===== src/rtl/pwm_pkg.sv =====
// Shared types and helpers for the PWM duty ramp sequencer.
package pwm_pkg;

  localparam int unsigned DUTY_W       = 4;
  localparam int unsigned MAX_DUTY_DEF = 10;

  typedef logic [DUTY_W-1:0] duty_t;

  typedef enum logic {
    IDLE = 1'b0,
    RAMP = 1'b1
  } state_t;

  // Command payload as carried by the valid/ready channel
  typedef struct packed {
    duty_t duty;
    logic  immediate;
  } cmd_t;

  function automatic duty_t clamp_duty(input duty_t duty, input duty_t max_code);
    return (duty > max_code) ? max_code : duty;
  endfunction

  // One code toward tgt; direction is re-evaluated on every call
  function automatic duty_t step_toward(input duty_t cur, input duty_t tgt);
    if (cur < tgt) begin
      return cur + duty_t'(1);
    end else if (cur > tgt) begin
      return cur - duty_t'(1);
    end
    return cur;
  endfunction

endpackage


===== src/rtl/pwm_step_timer.sv =====
// Loadable down-counter pacing the ramp; holds at zero until reloaded.
module pwm_step_timer #(
  parameter int unsigned TICK_W = 16
) (
  input  logic              clk,
  input  logic              rst_n,
  input  logic              load,
  input  logic [TICK_W-1:0] load_val,
  input  logic              en,
  output logic              zero_c
);

  logic [TICK_W-1:0] count_q;

  assign zero_c = (count_q == '0);

  always_ff @(posedge clk or negedge rst_n) begin
    if (!rst_n) begin
      count_q <= '0;
    end else if (load) begin
      count_q <= load_val;
    end else if (en && !zero_c) begin
      count_q <= count_q - TICK_W'(1);
    end
  end

endmodule


===== src/rtl/pwm_ramp_ctrl.sv =====
// Duty-change sequencer for the PWM channel: immediate jumps or paced ramps.
// Optional mid-ramp retargeting is enabled by defining PWM_RAMP_RETARGET_EN.
module pwm_ramp_ctrl
  import pwm_pkg::*;
#(
  parameter int unsigned MAX_DUTY   = MAX_DUTY_DEF,
  parameter int unsigned STEP_TICKS = 16,
  parameter int unsigned TICK_W     = 16
) (
  input  logic              SLK,
  input  logic              RST_N,
  input  logic              cmd_valid,
  output logic              cmd_ready,
  input  logic [DUTY_W-1:0] cmd_duty,
  input  logic              cmd_immediate,
  output logic [DUTY_W-1:0] Porcentaje,
  output logic              busy,
  output logic              done,
  output logic              err
);

  localparam duty_t             MAX_CODE = DUTY_W'(MAX_DUTY);
  localparam logic [TICK_W-1:0] RELOAD   = TICK_W'(STEP_TICKS - 1);

  state_t state_q, state_d;
  duty_t  duty_q, duty_d;
  duty_t  target_q, target_d;
  logic   done_d, err_d, busy_d, ready_d;
  logic   tmr_load, tmr_zero_c;

  cmd_t   cmd_c;
  logic   accept_c;
  logic   cmd_over_c;
  duty_t  clamped_c;

  assign cmd_c      = {cmd_duty, cmd_immediate};
  assign accept_c   = cmd_valid && cmd_ready;
  assign cmd_over_c = (cmd_c.duty > MAX_CODE);
  assign clamped_c  = clamp_duty(cmd_c.duty, MAX_CODE);

  pwm_step_timer #(
    .TICK_W (TICK_W)
  ) u_step_timer (
    .clk      (SLK),
    .rst_n    (RST_N),
    .load     (tmr_load),
    .load_val (RELOAD),
    .en       (state_q == RAMP),
    .zero_c   (tmr_zero_c)
  );

  // Next-state, duty update and pulse generation
  always_comb begin
    state_d  = state_q;
    duty_d   = duty_q;
    target_d = target_q;
    done_d   = 1'b0;
    err_d    = accept_c && cmd_over_c;
    tmr_load = 1'b0;

    case (state_q)
      IDLE: begin
        if (accept_c) begin
          target_d = clamped_c;
          if (cmd_c.immediate) begin
            duty_d = clamped_c;
            done_d = 1'b1;
          end else if (clamped_c == duty_q) begin
            done_d = 1'b1;
          end else begin
            tmr_load = 1'b1;
            state_d  = RAMP;
          end
        end
      end

      RAMP: begin
`ifdef PWM_RAMP_RETARGET_EN
        // A new target keeps the current tick phase; the old target never reports done
        if (accept_c) begin
          target_d = clamped_c;
          if (cmd_c.immediate) begin
            duty_d  = clamped_c;
            done_d  = 1'b1;
            state_d = IDLE;
          end else if (clamped_c == duty_q) begin
            done_d  = 1'b1;
            state_d = IDLE;
          end
        end
`endif
        if (state_d == RAMP && tmr_zero_c) begin
          duty_d = step_toward(duty_q, target_d);
          if (duty_d == target_d) begin
            done_d  = 1'b1;
            state_d = IDLE;
          end else begin
            tmr_load = 1'b1;
          end
        end
      end

      default: begin
        state_d = IDLE;
      end
    endcase

    busy_d = (state_d == RAMP);
`ifdef PWM_RAMP_RETARGET_EN
    ready_d = 1'b1;
`else
    ready_d = (state_d == IDLE);
`endif
  end

  // State and registered outputs
  always_ff @(posedge SLK or negedge RST_N) begin
    if (!RST_N) begin
      state_q    <= IDLE;
      duty_q     <= '0;
      target_q   <= '0;
      busy       <= 1'b0;
      done       <= 1'b0;
      err        <= 1'b0;
      cmd_ready  <= 1'b1;
    end else begin
      state_q    <= state_d;
      duty_q     <= duty_d;
      target_q   <= target_d;
      busy       <= busy_d;
      done       <= done_d;
      err        <= err_d;
      cmd_ready  <= ready_d;
    end
  end

  assign Porcentaje = duty_q;

endmodule


===== config.mk =====
export PLATFORM = sky130hd
export DESIGN_NAME = pwm_ramp_ctrl
export DESIGN_NICKNAME = d
export VERILOG_FILES = /design/src/rtl/pwm_pkg.sv /design/src/rtl/pwm_step_timer.sv /design/src/rtl/pwm_ramp_ctrl.sv
export SDC_FILE = /design/constraint.sdc
export NUM_CORES = 1
export LEC_CHECK = 0
export BUFFER_PORTS_ARGS = -buffer_cell sky130_fd_sc_hd__buf_2
export CAP_MARGIN = 20
export CORE_MARGIN = 1.5
export CORE_UTILIZATION = 45
export CTS_BUF_LIST = sky130_fd_sc_hd__clkbuf_8
export DETAILED_ROUTE_END_ITERATION = 16
export PLACE_DENSITY = 0.61
export SLEW_MARGIN = 20
export SYNTH_ARGS = -nofsm -noshare
export SYNTH_HDL_FRONTEND = slang
export SYNTH_HIERARCHICAL = 1
export SYNTH_SLANG_ARGS = --single-unit

===== constraint.sdc =====
create_clock -name SLK -period 4.3 [get_ports SLK]
set_input_delay 0.645 -clock SLK [delete_from_list [all_inputs] [get_ports SLK]]
set_output_delay 0.645 -clock SLK [all_outputs]
set_load 0.05 [all_outputs]

==> results <==
- STA classifies the critical path endpoint as a flop.
- The worst-case IR drop observed on VDD is 0.480 mV.
- The total number of vias is 1,711.
- The number of rows in the core area is 24.
- The number of buffers added by the clock tree synthesis step is 3.
- The proportion of layout cells with a drive suffix above 1 is 12.5%.
- Internal power comes to about 910 uW.
- The count of port buffers added during placement is 15.
- The most common cell after layout, fill and taps aside is sky130_fd_sc_hd__dfrtp_1.
- The synthesized design devotes to its leading area cell type 33.4% of total area.
- Cells fill 50.9% of the core in the end.
- The critical path goes through inv_1 -> ha_1 -> nand2b_1 -> a21oi_2 -> nand2b_1 -> inv_1 -> fa_1 -> xor2_1 -> xnor2_1 -> o31ai_1 -> and4b_4 -> o22ai_1 -> buf_4 -> inv_1 -> nor2_1 -> a31oi_1.
- The largest single stage delay on the critical path is 530 ps.
- The startpoint identified for the worst register-to-register timing path is Porcentaje[0].
- OpenSTA, run right after detailed placement, puts the worst setup slack at 678 ps.
- For this block, the routed nets add up to about 4300 um of wire.
- The longest clock path from root to sink contains 2 buffers.
- The most numerous cell type found on the critical path is sky130_fd_sc_hd__inv_1.
- In this run the power spent charging and discharging nets is around 800 uW.
- The number of instances in the synthesized netlist is 239.
- Summed over all instances, the cell type with the most area after synthesis is sky130_fd_sc_hd__dfrtp_1.
- The global-route congestion overflow total is 0.
- The tool flagged a number of max-cap violations equal to 0.
- The number of hold buffers added after CTS was 0.
- The final number of max-transition violations came to 0.
- The count of state elements after synthesis is 28.
- Based on the critical path, the design can be clocked at up to 275 MHz.
- The predominant post-synthesis flop cell is sky130_fd_sc_hd__dfrtp_1.
- The power density over cell area is 780 nW/um2.
- In this run the number of H-tree levels came out at 1.
- The number of buffers and inverters on the critical path is 4.
- Once layout is done, the placed cells without fillers occupy about 2200 um2.
- For this design the static power due to leakage is 0.000967 uW.
- The summed instance area of the synthesized netlist is 2020 um2.
- TritonCTS built the clock tree.
- The number of failing hold endpoints at the final stage is 0.
- The remaining number of nets flagged by the antenna check after routing is 0.
- The count of yosys warnings during synthesis is 6.
- The first global-routing pass estimated 7570 um of wire.
- The flow ran to the end, and the final reports show no timing, DRC or antenna violations.
- The number of nets in the layout is 282.
- Yosys mapped a number of flops with a built-in enable equal to 0.
- Setup repair after global routing left no endpoint under its margin.
- The number of distinct standard cells referenced by the synthesized netlist is 57.
- After synthesis, the cell types taking the most area are sky130_fd_sc_hd__dfrtp_1 33%, sky130_fd_sc_hd__nand2_1 4.6%, sky130_fd_sc_hd__ha_1 4.3%, sky130_fd_sc_hd__nor2_1 4.1%, sky130_fd_sc_hd__a21oi_1 4.0%.
- In the routed layout, each cell is associated on average with a via count of 5.40.
- The maximum fanout count along the critical path is 17.
- The congestion estimate from routability-driven global placement came to 0.914.
- The count of routing violations after the opening detailed-route iteration is 77.
- For the final routed database, the setup TNS stands at 0 ps.
- The aggregate global-route resource usage is 18.9%.
- Post-CTS repair changed the size of 0 cells.
- The placeable core region is 4350 um2.
- The pin count of the biggest net entering global routing is 29.
- In this run, the combinational gates consume 58.9% of the power.
- Across all setup checks in the final design, the least slack found is around 660 ps.
- The number of remaining DRC errors is 0.
- The worst setup skew after layout is 6.44 ps.
- Measured along the y axis, the die boundary spans 70.1 um.
- After detailed routing, the average wire length per cell comes to about 14 um.
- The cell chosen for the clock root is sky130_fd_sc_hd__clkbuf_8.
- The time the worst path needs with I/O delays and setup is 3640 ps.
- The clock network fraction of design power is about 8.3%.
- The average cell area after synthesis is 8.47 um2.
- The nature of the critical path startpoint is a flop.
- Once the clock tree was built, the setup fixing pass inserted 0 buffers.
- After clock tree synthesis, the clock-pin slew on the worst setup and hold paths is 100 ps.
- The worst register-to-register path has a setup slack of 660 ps.
- For the worst setup path, the data required time is 4500 ps.
- Pin placement for this block handled 16 I/O pins.
- The sequential group share of total power is 32.8%.
- The normalized max-slew margin is 52.7%.
- The die area is a little under 5000 um2.
- The initial cell density of the core is 46.5%.
- The number of antenna diodes in the final layout is 0.
- The initial antenna violation count is 0.
- Net switching is 47.4% of the power.
- The overall die width is 70.1 um.
- Counting flops with an async set or reset pin after synthesis yields a share of 100%.
- The final-report setup violation count is 0.
- The post-layout total power is roughly 1700 uW.
- The largest delay contributor family on the critical path is buffers and inverters.
- The class of the tightest hold or removal check is input pin to asynchronous set/reset pin.
- For this design, the slowest cell found on the critical path is sky130_fd_sc_hd__dfrtp_1.
- The actual slew at the worst max-slew pin is 709 ps.
- The top cell types in the final layout, fill and taps aside, are 27 x sky130_fd_sc_hd__dfrtp_1, 25 x sky130_fd_sc_hd__nand2_1, 22 x sky130_fd_sc_hd__nor2_1.
- Once detailed placement completed, the half-perimeter wirelength came to 3280 um.
- The sequential share of the synthesized area is 34.7%.
- The signal arrival time at the worst endpoint is 3830 ps.
- The area growth from synthesis to layout is 9.52%.
- The detailed-router iteration count before antenna repair is 4.
- The number of sinks handled by clock tree synthesis is 28.
- After layout, the worst path uses approximately 85% of the clock period.
- The placed standard-cell area is 2170 um2.
- Tracing the worst setup path back leads to its startpoint at Porcentaje[0].
- The number of global-route vias before repair is 1,589.
- The worst setup path is of the flop to flop kind.
- The source-to-sink clock delay at the later pin of the worst-skew pair is 270 ps.
## stage by stage
stage	instances	hold slack [ps]
2_1_floorplan	253	349
3_3_place_gp	313	533
3_5_place_dp	313	544
4_1_cts	317	397
5_1_grt	317	425
6_report	317	380
## cells by family after synthesis
logic type	synth area share (%)
AO/OA/AOI/OAI	22.3
adder cells (fa/ha/maj)	5.32
flip-flops	34.7
AND/OR/NAND/NOR	25.6
XOR/XNOR	3.46
other	0.371
buffers and inverters	5.56
multiplexers	2.78
## synth_stat cells, types with 2 or more instances
| library cell | count |
|---|---|
| sky130_fd_sc_hd__dfrtp_1 | 27 |
| sky130_fd_sc_hd__nand2_1 | 25 |
| sky130_fd_sc_hd__nor2_1 | 22 |
| sky130_fd_sc_hd__a21oi_1 | 16 |
| sky130_fd_sc_hd__inv_1 | 16 |
| sky130_fd_sc_hd__a31oi_1 | 12 |
| sky130_fd_sc_hd__o21ai_0 | 10 |
| sky130_fd_sc_hd__ha_1 | 7 |
| sky130_fd_sc_hd__nor3_1 | 7 |
| sky130_fd_sc_hd__xnor2_1 | 7 |
| sky130_fd_sc_hd__clkbuf_1 | 5 |
| sky130_fd_sc_hd__o21ai_1 | 5 |
| sky130_fd_sc_hd__nand4_1 | 4 |
| sky130_fd_sc_hd__nor2b_1 | 4 |
| sky130_fd_sc_hd__or4_1 | 4 |
| sky130_fd_sc_hd__a21o_1 | 3 |
| sky130_fd_sc_hd__and2_1 | 3 |
| sky130_fd_sc_hd__buf_6 | 3 |
| sky130_fd_sc_hd__mux2i_1 | 3 |
| sky130_fd_sc_hd__nand2b_1 | 3 |
| sky130_fd_sc_hd__nand3_1 | 3 |
| sky130_fd_sc_hd__nor4_1 | 3 |
| sky130_fd_sc_hd__o31ai_1 | 3 |
| sky130_fd_sc_hd__a21oi_2 | 2 |
| sky130_fd_sc_hd__conb_1 | 2 |
| sky130_fd_sc_hd__nor4b_1 | 2 |
| sky130_fd_sc_hd__o21bai_1 | 2 |
| sky130_fd_sc_hd__o22a_1 | 2 |
| sky130_fd_sc_hd__o22ai_1 | 2 |
| sky130_fd_sc_hd__o41ai_1 | 2 |
| sky130_fd_sc_hd__or2_1 | 2 |
| sky130_fd_sc_hd__or3_1 | 2 |
| sky130_fd_sc_hd__or4b_2 | 2 |
## power groups by stage
stage                     clock network (uW)  registers [uW]  logic, uW
after floorplan                            0             569        815
after global placement                     0             565       1010
after detailed placement                   0             565       1020
after CTS                                152             561       1020
after global routing                     161             590       1140
final                                    144             566       1020
## final cells by class
class	instances	area [um2]
fillers	428	2140
clock buffers	3	41.3
repair buffers	16	82.6
multi-input cells	201	1260
inverters	16	60.1
clock inverters	1	3.75
well taps	52	65.1
flip-flops and latches	28	702
## registers in the layout (all words and copies together), names as in the netlist
name / count
err: 1
target_q: 4
cmd_ready: 1
u_step_timer/count_q: 16
Porcentaje: 4
done: 1
state_q: 1
## per-layer routing
layer	share of wire, %	up-vias	GRT usage (%)	wire length, um
li1	-	912	-	-
met1	56	773	30.4	2410
met2	42	22	27.0	1800
met3	1.9	4	2.31	81
met4	0.76	0	4.49	33
met5	0	-	0	0
## final timing paths
path / end / cells past startpoint
max: u_step_timer/count_q[15] / 16
min: u_step_timer/count_q[10] / 1
max reg2reg: u_step_timer/count_q[15] / 16
min reg2reg: target_q[0] / 2
max in group asynchronous: target_q[0] / 1
min in group SLK: target_q[0] / 2
Note: power is estimated with default switching activity, not from simulation.
